<file path="config.mk">
export PLATFORM = sky130hd
export DESIGN_NAME = vga_sync_gen
export DESIGN_NICKNAME = d
export VERILOG_FILES = /design/src/rtl/vga_sync_gen.sv
export SDC_FILE = /design/constraint.sdc
export NUM_CORES = 1
export LEC_CHECK = 0
export ABC_AREA = 1
export CAP_MARGIN = 20
export CORE_MARGIN = 2
export CORE_UTILIZATION = 45
export DETAILED_ROUTE_END_ITERATION = 10
export PLACE_DENSITY = 0.7
export SYNTH_ARGS = -nofsm -noshare
export SYNTH_HDL_FRONTEND = slang
export SYNTH_SLANG_ARGS = --single-unit
</file>
<file path="constraint.sdc">
create_clock -name clk -period 2.56 [get_ports clk]
set_clock_uncertainty 0.2 [all_clocks]
set_input_delay 0.256 -clock clk [delete_from_list [all_inputs] [get_ports clk]]
set_output_delay 0.256 -clock clk [all_outputs]
set_load 0.02 [all_outputs]
</file>
<file path="src/rtl/vga_sync_gen.sv">
// VGA raster timing generator: pixel-rate divider, horizontal/vertical
// counters, registered sync pulses, visible-area flag and line/frame ticks.
// Sync outputs are computed from the next-state counters so they switch on
// the same clock edge as pixel_x/pixel_y.
module vga_sync_gen #(
  parameter int H_DISPLAY = 640,
  parameter int H_FRONT   = 16,
  parameter int H_SYNC    = 96,
  parameter int H_BACK    = 48,
  parameter int V_DISPLAY = 480,
  parameter int V_FRONT   = 10,
  parameter int V_SYNC    = 2,
  parameter int V_BACK    = 33,
  parameter int CLK_DIV   = 4,
  parameter int SYNC_POL  = 0
) (
  input  logic       clk,
  input  logic       reset,
  output logic       p_tick,
  output logic [9:0] pixel_x,
  output logic [9:0] pixel_y,
  output logic       video_on,
  output logic       hsync,
  output logic       vsync,
  output logic       line_tick,
  output logic       frame_tick
);

  localparam int H_TOTAL = H_DISPLAY + H_FRONT + H_SYNC + H_BACK;
  localparam int V_TOTAL = V_DISPLAY + V_FRONT + V_SYNC + V_BACK;

  localparam logic [9:0]  H_LAST    = 10'(H_TOTAL - 1);
  localparam logic [9:0]  V_LAST    = 10'(V_TOTAL - 1);
  localparam logic [9:0]  HS_START  = 10'(H_DISPLAY + H_FRONT);
  localparam logic [9:0]  HS_END    = 10'(H_DISPLAY + H_FRONT + H_SYNC - 1);
  localparam logic [9:0]  VS_START  = 10'(V_DISPLAY + V_FRONT);
  localparam logic [9:0]  VS_END    = 10'(V_DISPLAY + V_FRONT + V_SYNC - 1);
  // Display limits kept one bit wider so a 1024-wide visible area still compares correctly.
  localparam logic [10:0] H_VIS     = 11'(H_DISPLAY);
  localparam logic [10:0] V_VIS     = 11'(V_DISPLAY);
  localparam logic [3:0]  DIV_LAST  = 4'(CLK_DIV - 1);
  localparam logic        SYNC_ACT  = 1'(SYNC_POL);

  logic [3:0] r_div;
  logic [9:0] r_h;
  logic [9:0] r_v;
  logic       r_hsync;
  logic       r_vsync;

  logic       w_p_tick;
  logic       w_h_wrap;
  logic [9:0] w_h_next;
  logic [9:0] w_v_next;
  logic       w_hs_act;
  logic       w_vs_act;

  // With CLK_DIV = 1 the divider sits at 0 and the tick stays high every cycle.
  assign w_p_tick = (r_div == DIV_LAST);
  assign w_h_wrap = (r_h == H_LAST);

  // Pixel-rate divider: counts 0..CLK_DIV-1 and wraps on the tick.
  always_ff @(posedge clk or posedge reset) begin
    if (reset) begin
      r_div <= '0;
    end else if (w_p_tick) begin
      r_div <= '0;
    end else begin
      r_div <= r_div + 4'd1;
    end
  end

  // Next-state raster position; shared by the counters and the sync decode.
  always_comb begin
    w_h_next = r_h;
    w_v_next = r_v;
    if (w_p_tick) begin
      if (w_h_wrap) begin
        w_h_next = '0;
        w_v_next = (r_v == V_LAST) ? 10'd0 : r_v + 10'd1;
      end else begin
        w_h_next = r_h + 10'd1;
      end
    end
  end

  // Sync windows decoded on the upcoming position so the registered pulse lines up with the counters.
  always_comb begin
    w_hs_act = (w_h_next >= HS_START) && (w_h_next <= HS_END);
    w_vs_act = (w_v_next >= VS_START) && (w_v_next <= VS_END);
  end

  // Raster counters and sync registers advance together.
  always_ff @(posedge clk or posedge reset) begin
    if (reset) begin
      r_h     <= '0;
      r_v     <= '0;
      r_hsync <= ~SYNC_ACT;
      r_vsync <= ~SYNC_ACT;
    end else begin
      r_h     <= w_h_next;
      r_v     <= w_v_next;
      r_hsync <= w_hs_act ? SYNC_ACT : ~SYNC_ACT;
      r_vsync <= w_vs_act ? SYNC_ACT : ~SYNC_ACT;
    end
  end

  assign p_tick     = w_p_tick;
  assign pixel_x    = r_h;
  assign pixel_y    = r_v;
  assign video_on   = ({1'b0, r_h} < H_VIS) && ({1'b0, r_v} < V_VIS);
  assign hsync      = r_hsync;
  assign vsync      = r_vsync;
  assign line_tick  = w_p_tick && w_h_wrap;
  assign frame_tick = w_p_tick && w_h_wrap && (r_v == V_LAST);

endmodule

</file>
==> metrics.txt, run 1 <==
Synth Flop Type dfrtp_1; global route overflow 0; status finished clean; H-tree Lvls 1; largest net degree at the start of global routing 27; Core Area around 3400 µm²; Num CTS Buffers 3; Clk pwr share 40.4%; layout cells sized above 1 15.8%; clk root buf clkbuf_4; DIE WIDTH roughly 64 µm; setup_tns 0 ns; GP Congestion approximately 0.9; cell count after synthesis 221; Crit path arrival time 1.88 ns; Vias/cell between 4 and 5; fin nets 260; Ant. Diodes 0; vias after detailed routing 1423; final setup fails 0; top cell type's share of synthesized area 37.4%; Slew Viols, Final 0; Sequential Power Share 58.2%; crit path launch type flip-flop; Power Internal approximately 0.57 mW; Total Wirelength 3380 µm; minimum clock period 2.33 ns; IO buf count 27; worst-margin pin slew 0.361 ns; first-pass GRT wire length 6220 µm; worst-skew pair later-pin latency 0.33 ns; maximum VDD drop 227 µV; WL per Instance 11.3 µm; CP Capture Type output pin; EDFF count, synth 0; Max Clk Rate 428 MHz; crit path kind reg -> out; Die Span Y 63.8 µm; Ports 28; dpl cells 295; Layout area overhead 24.4%; Syn Area/Cell 7.27 µm²; Post-Synthesis Net Count 227; Bufs on Longest Clock Path 2; initial antenna violation count 0; largest area contributor in the netlist dfrtp_1; Worst-path clk slew approximately 0.14 ns; commonest non-fill, non-tap cells in the layout nand2_1 (69), inv_1 (25), dfrtp_1 (24); Max Cap Viol 0; RSZ-0062 raised after global routing false; Rel. slew slack 75.3%; PD cells about 350 nW/µm²; DR iter-0 viols 47; Pleak 0.994 nW; cts hold-fix bufs 0; top post-synthesis cells by area dfrtp_1 (37%), nand2_1 (16%), inv_1 (5.8%); vias in the first global route 1461; Rows 21; Comb power frac 1.4%; Hold WC Path Type in -> async; Die ar. 4060 µm²; Netlist cell types 30; CTS tree done; Hold Violations, Final 0; buffer count from post-CTS setup fixing 0; Cell Count, Final, Fillers Out approximately 300; GRT Util Overall 19.3%; Crit path required time 2.10 ns; Syn. warnings 0; CTS Sinks 26; Fillers 327; FF+latch count, synth 26; P_sw 0.135 mW; residual DRC count 0; most common cell after layout, fill and taps aside nand2_1; initial core utilization 47.4%; register area share after synthesis 40.7%; Net Sw Frac 19.1%; worst-path fanout max 5; Mapped Area 1610 µm²; Post-DP HPWL 2640 µm; drt pass-1 iters 4; Post-synth ARST share 100%; period utilization 91.2%; Routed Antenna Nets 0
==> metal layers <==
| layer | wire (µm) | GRT usage [%] | part of all wire [%] |
|---|---|---|---|
| met1 | 1660 | 24.7 | 49 |
| met2 | 1580 | 33.7 | 47 |
| met3 | 82 | 2.11 | 2.4 |
| met5 | 0 | 0 | 0 |
| met4 | 53 | 6.52 | 1.6 |
==> per-stage QoR <==
stage | worst slack, ns | power [mW] | util [%] | instance area [µm²] | hold slack (ns)
floorplan | 0.369 | 0.425 | - | 1610 | 0.0945
global route | 0.0604 | 0.734 | 59.0 | 2000 | 0.0944
global placement | 0.389 | 0.430 | 57.3 | 1940 | 0.244
finish | 0.226 | 0.706 | 59.0 | 2000 | 0.0506
detailed placement | 0.343 | 0.430 | 57.3 | 1940 | 0.259
CTS | 0.00364 | 0.712 | 58.8 | 1990 | 0.0614
==> synthesized netlist by cell type, drive strengths merged (2+ instances only) <==
master  number
dfstp        2
nand3       18
clkinv       3
a21oi        3
dfrtp       24
nand4        7
inv         35
o21ai        6
xnor2        2
ha           4
nand2       74
nor3         4
nor2        32
==> power by group through the flow <==
| stage | logic [mW] | registers (mW) | clock network (mW) |
|---|---|---|---|
| after detailed placement | 0.0111 | 0.418 | 0 |
| after CTS | 0.0110 | 0.411 | 0.290 |
| after global placement | 0.0111 | 0.418 | 0 |
| final | 0.0101 | 0.411 | 0.285 |
| after floorplan | 0.00607 | 0.419 | 0 |
| after global routing | 0.0125 | 0.411 | 0.310 |
==> flip-flops by register name, indices dropped and copies added, names as in the netlist <==
signal / cells
hsync: 1
pixel_y: 10
r_div: 4
vsync: 1
pixel_x: 10
==> kinds of logic after synthesis <==
kind of cell             synth area share (%)
buffers and inverters                    9.50
AND/OR/NAND/NOR                          40.9
XOR/XNOR                                 1.64
adder cells (fa/ha/maj)                  3.12
flip-flops                               40.7
AO/OA/AOI/OAI                            4.21
==> worst max-delay path, stage by stage, from the launching register on <==
cell and delay, ns:
dfrtp_1 0.45, inv_1 0.10, ha_1 0.19, nand4_1 0.10, nor3b_1 0.19, nand2_1 0.12, inv_1 0.07, dlygate4sd2_1 0.33
==> final timing paths <==
check | startpoint | end | slack [ns] | cells past startpoint
worst min register to register | r_div[0] | r_div[0] | 0.27 | 1
worst max-delay path | pixel_y[0] | frame_tick | 0.23 | 7
max in group asynchronous | reset | hsync | 1.81 | 3
min in group clk | r_div[0] | r_div[0] | 0.27 | 1
worst max register to register | r_div[0] | hsync | 0.58 | 10
worst min-delay path | reset | r_div[0] | 0.05 | 3
==> final cells by class <==
| type | count | area, µm² | share of cell area (%) |
|---|---|---|---|
| sequential | 26 | 653 | 32.7 |
| timing repair buffer | 29 | 288 | 14.4 |
| multi-input combinational | 156 | 801 | 40.1 |
| inverter | 38 | 146 | 7.33 |
| clock inverter | 1 | 30.0 | 1.50 |
| tap | 46 | 57.6 | 2.88 |
| clock buffer | 3 | 22.5 | 1.13 |
==> what timing repair did <==
item | in CTS | in global routing
pin swaps | 0 | 0
endpoints found under the setup margin | 2 | 2
gates cloned | 0 | 0
gates resized for setup | 2 | 3
Power figures use the tool's default switching activity.
==> inputs of run 2 (changes only) <==
--- a/config.mk
+++ b/config.mk
@@ -7,10 +7,12 @@
 export LEC_CHECK = 0
 export ABC_AREA = 1
 export CAP_MARGIN = 20
+export CORE_ASPECT_RATIO = 1.75
 export CORE_MARGIN = 2
 export CORE_UTILIZATION = 45
 export DETAILED_ROUTE_END_ITERATION = 10
 export PLACE_DENSITY = 0.7
+export SETUP_SLACK_MARGIN = 0.4
 export SYNTH_ARGS = -nofsm -noshare
 export SYNTH_HDL_FRONTEND = slang
 export SYNTH_SLANG_ARGS = --single-unit
==> constraint.sdc (replaced) <==
create_clock -name clk -period 2.56 [get_ports clk]
set_clock_uncertainty 0.2 [all_clocks]
set_input_delay 0.256 -clock clk [delete_from_list [all_inputs] [get_ports clk]]
set_output_delay 0.256 -clock clk [all_outputs]
set_load 0.1 [all_outputs]
==> metrics.txt, run 2 (synthesized netlist as in run 1, its figures left out) <==
status finished clean (unchanged); DR iter-0 viols 12 (was 47); Clk pwr share 39.2% (was 40.4%); IO buf count 27 (unchanged); Crit path required time 2.10 ns (about the same); vias after detailed routing 1494 (was 1423); Max Clk Rate 479 MHz (was 428 MHz); P_sw 0.142 mW (was 0.135 mW); Rows 28 (was 21); CP Capture Type output pin (unchanged); Ports 28 (unchanged); fin nets 266 (was 260); GRT Util Overall 19.7% (was 19.3%); Bufs on Longest Clock Path 2 (unchanged); period utilization 81.6% (was 91.2%); H-tree Lvls 1 (unchanged); Comb power frac 1.5% (was 1.4%); Worst-path clk slew 0.09 ns (was 0.14 ns); DIE WIDTH 49.2 µm (was 63.8 µm); clk root buf clkbuf_8 (was clkbuf_4); Crit path arrival time 1.63 ns (was 1.88 ns); Net Sw Frac 20.5% (was 19.1%); Hold Violations, Final 0 (unchanged); Die ar. 4080 µm² (was 4060 µm²); Cell Area, Placed 1990 µm² (was 1940 µm²); Power Internal 0.550 mW (was 0.572 mW); Routed Antenna Nets 0 (unchanged); worst-skew pair later-pin latency 0.27 ns (was 0.33 ns); worst-path fanout max 4 (was 5); Slew Viols, Final 0 (unchanged); initial core utilization 47.3% (was 47.4%); Post-DP HPWL 2980 µm (was 2640 µm); PD cells 323 nW/µm² (was 354 nW/µm²); total power draw 0.692 mW (was 0.706 mW); initial antenna violation count 0 (unchanged); Fillers 324 (was 327); most common cell after layout, fill and taps aside nand2_1 (unchanged); Max Cap Viol 0 (unchanged); Hold WC Path Type in -> async (unchanged); Core Area 3400 µm² (was 3390 µm²); Layout area overhead 33.4% (was 24.4%); Ant. Diodes 0 (unchanged); Vias/cell 4.91 (was 4.76); final setup fails 0 (unchanged); Pleak 1.03 nW (was 0.994 nW); global route overflow 0 (unchanged); WL per Instance 12.6 µm (was 11.3 µm); minimum clock period 2.09 ns (was 2.33 ns); fin area 2140 µm² (was 2000 µm²); Util after Layout 63.1% (was 59.0%); worst-margin pin slew 0.340 ns (was 0.361 ns); Total Wirelength 3840 µm (was 3380 µm); Die Span Y 83.0 µm (was 63.8 µm); first-pass GRT wire length 6360 µm (was 6220 µm); GP Congestion 0.924 (was 0.877); largest net degree at the start of global routing 27 (unchanged); vias in the first global route 1437 (was 1461); CTS Sinks 26 (unchanged); Min Hold Slack 0.130 ns (was 0.0506 ns); RSZ-0062 raised after global routing false (unchanged); Sequential Power Share 59.3% (was 58.2%); crit path kind reg -> out (unchanged); crit path launch type flip-flop (unchanged); Num CTS Buffers 3 (unchanged); setup_tns 0 ns (unchanged); residual DRC count 0 (unchanged); CTS tree done (unchanged); maximum VDD drop 292 µV (was 227 µV); drt pass-1 iters 4 (unchanged); Rel. slew slack 77.3% (was 75.3%); layout cells sized above 1 37.5% (was 15.8%); commonest non-fill, non-tap cells in the layout nand2_1 (67), buf_4 (30), inv_1 (22), nor2_1 (22), nand3_1 (15) (was nand2_1 (69), inv_1 (25), dfrtp_1 (24))
==> run 2: critical path, stage by stage (launching register included) <==
cell	delay, ns
dfrtp_4	0.52
ha_4	0.18
nand2_4	0.08
clkinv_4	0.06
nand2_4	0.07
nor3_4	0.04
nand2_2	0.11
clkinvlp_4	0.11
buf_12	0.17
==> run 2: timing repair <==
action	4_1_cts	5_1_grt
setup buffers	1	6
endpoints found under the setup margin	1	4
pin swaps	1	6
hold buffers	0	0
resized for setup	2	9
==> run 2: final cells by class <==
| type | instances | area [µm²] | area share (%) |
|---|---|---|---|
| multi-input cells | 156 | 882 | 41.2 |
| well taps | 45 | 56.3 | 2.63 |
| clock buffers | 4 | 55.1 | 2.57 |
| flip-flops and latches | 26 | 679 | 31.7 |
| inverters | 38 | 155 | 7.24 |
| repair buffers | 35 | 315 | 14.7 |
==> run 2: worst paths after layout <==
check | slack [ns] | to | depth (start not counted) | start
worst max-delay path | 0.47 | frame_tick | 8 | pixel_x[1]
worst min-delay path | 0.13 | pixel_x[8] | 3 | reset
worst max register to register | 0.65 | vsync | 13 | pixel_y[0]
worst min register to register | 0.32 | r_div[0] | 1 | r_div[0]
max in group asynchronous | 1.73 | vsync | 3 | reset
min in group clk | 0.32 | r_div[0] | 1 | r_div[0]
==> run 2: power groups by stage <==
stage	clock, mW	combinational [mW]	sequential (mW)
after floorplan	0	0.00606	0.419
final	0.271	0.0107	0.410
after CTS	0.281	0.0114	0.410
after detailed placement	0	0.0114	0.419
after global placement	0	0.0114	0.419
after global routing	0.301	0.0127	0.410
==> run 2: layer usage <==
layer,track usage [%],vias up,routed length [µm]
met5,0,-,0
met4,6.23,0,57
met3,1.62,6,72
met2,38.3,24,2250
met1,21.4,698,1460
li1,-,766,-
==> run 2: per-stage QoR <==
step	setup slack, ns	std cells
floorplan	-0.346	221
global placement	0.561	293
detailed placement	0.508	293
CTS	0.407	298
global route	0.403	304
finish	0.471	304
